`src/rtl/core_state_seq.sv`:
```
// Power-on / restart sequencer for a multi-core cluster.
// Holds per-core resets, waits for config handshakes, then releases.
module core_state_seq #(
  parameter int NUM_CORES      = 4,
  parameter int HOLD_CYCLES    = 8,
  parameter int TIMEOUT_CYCLES = 1024,
  parameter int CNT_W          = 16
) (
  input  logic                 clk,
  input  logic                 rst_n,
  input  logic                 start,
  input  logic                 restart,
  input  logic [NUM_CORES-1:0] core_enable,
  input  logic [NUM_CORES-1:0] config_done,
  output logic [NUM_CORES-1:0] core_rst_n,
  output logic [2:0]           state,
  output logic                 cluster_on,
  output logic                 fault,
  output logic [NUM_CORES-1:0] done_seen
);

  typedef enum logic [2:0] {
    S_OFF    = 3'b000,
    S_HOLD   = 3'b001,
    S_CONFIG = 3'b010,
    S_ON     = 3'b011,
    S_FAULT  = 3'b100
  } state_t;

  localparam logic [CNT_W-1:0] HOLD_LAST =
    CNT_W'(HOLD_CYCLES - 1);
  localparam logic [CNT_W-1:0] TO_LAST =
    CNT_W'((TIMEOUT_CYCLES == 0) ? 0 : TIMEOUT_CYCLES - 1);
  localparam logic [CNT_W-1:0] CNT_MAX = '1;
  localparam bit TO_EN = (TIMEOUT_CYCLES != 0);

  state_t               state_q;
  state_t               state_d;
  logic [CNT_W-1:0]     cnt_q;
  logic [CNT_W-1:0]     cnt_d;
  logic [CNT_W-1:0]     cnt_inc;
  logic [NUM_CORES-1:0] mask_q;
  logic [NUM_CORES-1:0] mask_d;
  logic [NUM_CORES-1:0] seen_q;
  logic [NUM_CORES-1:0] seen_d;
  logic [NUM_CORES-1:0] hit;
  logic [NUM_CORES-1:0] rst_q;
  logic [NUM_CORES-1:0] rst_d;
  logic                 on_q;
  logic                 on_d;
  logic                 fault_q;
  logic                 fault_d;
  logic                 legal;

  // State, counter, mask and registered outputs.
  always_ff @(posedge clk or negedge rst_n) begin
    if (!rst_n) begin
      state_q <= S_OFF;
      cnt_q   <= '0;
      mask_q  <= '0;
      seen_q  <= '0;
      rst_q   <= '0;
      on_q    <= 1'b0;
      fault_q <= 1'b0;
    end else begin
      state_q <= state_d;
      cnt_q   <= cnt_d;
      mask_q  <= mask_d;
      seen_q  <= seen_d;
      rst_q   <= rst_d;
      on_q    <= on_d;
      fault_q <= fault_d;
    end
  end

  // Next state, counter and outputs; controls override the
  // per-state sequencing, restart before start.
  always_comb begin
    state_d = state_q;
    cnt_d   = cnt_q;
    mask_d  = mask_q;
    seen_d  = seen_q;
    rst_d   = '0;
    on_d    = 1'b0;
    fault_d = 1'b0;
    legal   = (state_q <= S_FAULT);
    hit     = seen_q | (config_done & mask_q);
    cnt_inc = (cnt_q == CNT_MAX) ? cnt_q : cnt_q + CNT_W'(1);

    unique case (state_q)
      S_OFF: begin
      end
      S_HOLD: begin
        if (cnt_q == HOLD_LAST) state_d = S_CONFIG;
        else cnt_d = cnt_inc;
      end
      S_CONFIG: begin
        seen_d = hit;
        if (hit == mask_q) state_d = S_ON;
        else if (TO_EN && cnt_q == TO_LAST) state_d = S_FAULT;
        else cnt_d = cnt_inc;
      end
      S_ON: begin
      end
      S_FAULT: begin
      end
      default: begin
        state_d = S_OFF;
      end
    endcase

    if (legal) begin
      if (restart) begin
        state_d = S_HOLD;
        mask_d  = core_enable;
        seen_d  = '0;
        cnt_d   = '0;
      end else if (start) begin
        if (state_q == S_OFF) begin
          if (|core_enable) begin
            state_d = S_HOLD;
            mask_d  = core_enable;
            seen_d  = '0;
            cnt_d   = '0;
          end
        end else begin
          state_d = S_OFF;
          seen_d  = seen_q;
        end
      end
    end

    if (state_d != state_q) cnt_d = '0;

    rst_d   = (state_d == S_ON) ? mask_d : '0;
    on_d    = (state_d == S_ON);
    fault_d = (state_d == S_FAULT);
  end

  assign state      = state_q;
  assign core_rst_n = rst_q;
  assign cluster_on = on_q;
  assign fault      = fault_q;
  assign done_seen  = seen_q;

endmodule

```
`config.mk`:
```
export PLATFORM = sky130hd
export DESIGN_NAME = core_state_seq
export DESIGN_NICKNAME = d
export VERILOG_FILES = /design/src/rtl/core_state_seq.sv
export SDC_FILE = /design/constraint.sdc
export NUM_CORES = 1
export LEC_CHECK = 0
export ABC_AREA = 1
export CORE_ASPECT_RATIO = 0.6
export CORE_MARGIN = 1.5
export CORE_UTILIZATION = 30
export CTS_CLUSTER_SIZE = 40
export DETAILED_ROUTE_END_ITERATION = 8
export GPL_TIMING_DRIVEN = 0
export PLACE_DENSITY = 0.56
export SETUP_SLACK_MARGIN = 0.5
export SYNTH_ARGS = -nofsm -noshare
export SYNTH_HDL_FRONTEND = slang
export SYNTH_SLANG_ARGS = --single-unit
```
`constraint.sdc`:
```
create_clock -name clk -period 4 [get_ports clk]
set_clock_uncertainty 0.1 [all_clocks]
set_input_delay 0.8 -clock clk [delete_from_list [all_inputs] [get_ports clk]]
set_output_delay 0.8 -clock clk [all_outputs]
set_load 0.05 [all_outputs]
```
==> impl_metrics.toml <==
[logic_synthesis]
syn_nets = 315
synth.distinct_cells = 32
syn_area_mm2 = 0.00214
synthTopCellsByArea = "dfrtp_1 39%, nand2_1 12%, inv_1 9.1%"
yosysSeqAreaShare = 0.387
avgSynthCellArea_um2 = 7.12
syn_inst = 300
yosysWarningCount = 0
yosysTopAreaCell = "dfrtp_1"
ys_ff_latch = 33
synth_top_area_share = 0.387

[detailed_routing]
drc_errors = 0
wl_um = 5420
dr.pass1.iters = 5
num_vias = 1902
avgViaCountPerCell = 4.54
drt-initial-drc-count = 134
detail_route.wl_per_cell_um = 12.9
ant_nets = 0

[power_and_ir_drop]
ir_worst_vdd_uv = 138
power.leakage_nw = 1.28
p_per_area_mw_per_mm2 = 336

[final_layout]
n_antenna_cell = 0
layout.cells.most_common_list = "66 x nand2_1, 52 x inv_1, 46 x nor2_1"
drive_gt1_frac = 0.130
final_util = 0.388
area_delta_synth_final_pct = 23.5
layout_commonest_cell = "nand2_1"
final_nets = 346

[die]
ios = 25
die_area_mm2 = 0.00765
num_rows = 23
die_h_um = 68.4
die_w_um = 112
core_mm2 = 0.00679
start_util = 0.314

[cts]
cts_num_sinks = 33
clk_latency_ps = 280
clockBufferDepth = 2
h-tree-depth = 2
postCtsSetupRepairBufs = 0
cts_root_buf = "clkbuf_16"
clkTransAtPathRegs_ps = 50
cts_hold_buf = 0
cts_buffers = 5
cts_resized = 0
cts_tree = "done"

[timing]
max_freq_mhz = 379
rsz0062_at_grt = "no"
worstMarginPinSlew_ps = 766
setup_total_negative_slack_ps = 0
final.min_clock_period_ps = 2640
slew_headroom = 0.489
setup-violations-final = 0
fin_ws_ps = 1360
report.final.slew_viol_count = 0
finalHoldViolCount = 0
fin_crit_sh = 0.660

[global_routing]
overflow = 0
grt_pass1_vias = 1737
grt_max_degree = 34
antenna_found_initial = 0
grt_usage = 0.159
grt_pass1_wl_um = 9250

[critical_path]
cp.arrival_ps = 1740
ff2ff_path_depth = 9
r2r-start = "state[2]"
worstPathRequired_ps = 3100
worstPathMaxFanout = 8
critPathSlowestCell = "clkdlybuf4s50_1"
cp_num_buf_inv = 1
ff2ff_setup_slack_ps = 1580
cp_top_family = "buffers and inverters"
start_kind = "flip-flop"
worstReg2RegEnd = "core_rst_n[3]"
critical_path.cell_chain = "clkdlybuf4s50_1"
critPathMaxStageDelay_ps = 900
path_class = "flip-flop to output port"
cp-end-kind = "output port"

[run_status]
status = "complete, no violations"

[hold_path]
min_from = "done_seen[0]"
hold_end = "done_seen[0]"
hold_class = "flip-flop to flip-flop"
whs_path_depth = 2

[placed_design]
portBuffers = 24
pre_cts_slack_ps = 1180
gp_congestion = 0.879
dp_hpwl_um = 4160

[flow_run]
cap_violations = 0
==> logic make-up after synthesis <==
| family | Yosys count | synth area share |
|---|---|---|
| compound gates | 34 | 0.0932 |
| xor+xnor | 3 | 0.0123 |
| fa+ha+maj | 3 | 0.0176 |
| buf+inv | 59 | 0.112 |
| flops | 33 | 0.387 |
| simple gates | 168 | 0.378 |
==> cell usage after synthesis <==
| master | count |
|---|---|
| o21ai_0 | 12 |
| a22oi_1 | 2 |
| nand3b_1 | 1 |
| xnor2_1 | 1 |
| inv_2 | 5 |
| and2_0 | 1 |
| o31ai_1 | 4 |
| o21a_1 | 1 |
| or2_2 | 1 |
| nor4_1 | 2 |
| inv_1 | 52 |
| nand2_1 | 66 |
| nand2_2 | 7 |
| a21oi_1 | 6 |
| nand2_4 | 1 |
| buf_12 | 1 |
| nand4_1 | 4 |
| buf_2 | 1 |
| nor2_2 | 8 |
| o22ai_1 | 6 |
| o2111ai_1 | 1 |
| nor2_4 | 5 |
| xor2_1 | 2 |
| nor3_1 | 3 |
| nand3_4 | 1 |
| nand3_2 | 3 |
| dfrtp_1 | 33 |
| nand3_1 | 18 |
| nor2_1 | 46 |
| o21ai_1 | 2 |
| nor3_4 | 1 |
| ha_1 | 3 |
==> registers in the layout (all words and copies together) (netlist names) <==
register    cells
cnt_q          16
core_rst_n      4
done_seen       4
mask_q          4
state           3
cluster_on      1
fault           1
==> worst max path at each step <==
| stage | start | endpoint | slack (ps) | depth (start not counted) |
|---|---|---|---|---|
| after floorplan | state[0] | cnt_q[13] | 1620 | 10 |
| after global placement | core_enable[2] | cnt_q[11] | 1170 | 13 |
| after detailed placement | core_enable[2] | cnt_q[11] | 1180 | 13 |
| after CTS | state[2] | state[2] | 1360 | 1 |
| after global routing | restart | core_rst_n[3] | 1260 | 8 |
| final | state[2] | state[2] | 1360 | 1 |
==> power breakdown <==
part	leakage [nW]	switching [mW]	internal, mW	total [mW]
Sequential	0.449	0.0102	0.344	0.354
Clock	0.0799	0.141	0.263	0.404
Combinational	0.754	0.0846	0.0441	0.129
Total	1.28	0.236	0.652	0.887
==> layout make-up <==
| cell class | instances | area, um^2 |
|---|---|---|
| multi-input cells | 208 | 1070 |
| clock inverters | 1 | 5.00 |
| well taps | 87 | 109 |
| plain buffers | 2 | 25.0 |
| inverters | 57 | 214 |
| flip-flops and latches | 33 | 826 |
| fillers | 718 | 4150 |
| repair buffers | 24 | 235 |
| clock buffers | 7 | 153 |
==> tightest hold or removal path: cells and delay by family, from the launching register on <==
family | cells | cell delay (ps)
flops | 1 | 390
compound gates | 1 | 100
buf+inv | 1 | 50
==> stage by stage <==
step	std cells	cell area, um^2	power [mW]	hold slack (ps)
after floorplan	300	2140	0.443	404
after global placement	411	2480	0.488	449
after detailed placement	411	2480	0.487	458
after CTS	419	2640	0.895	478
after global routing	419	2640	0.930	513
final	419	2640	0.887	476
==> metal layers <==
layer  vias to the layer above  global-route usage  part of all wire
met3                         5              0.0337             0.048
met5                         -                   0                 0
met1                       850               0.260              0.60
met4                         0              0.0491            0.0066
met2                        45               0.198              0.35
li1                       1002                   -                 -
Note: power is estimated with default switching activity, not from simulation.
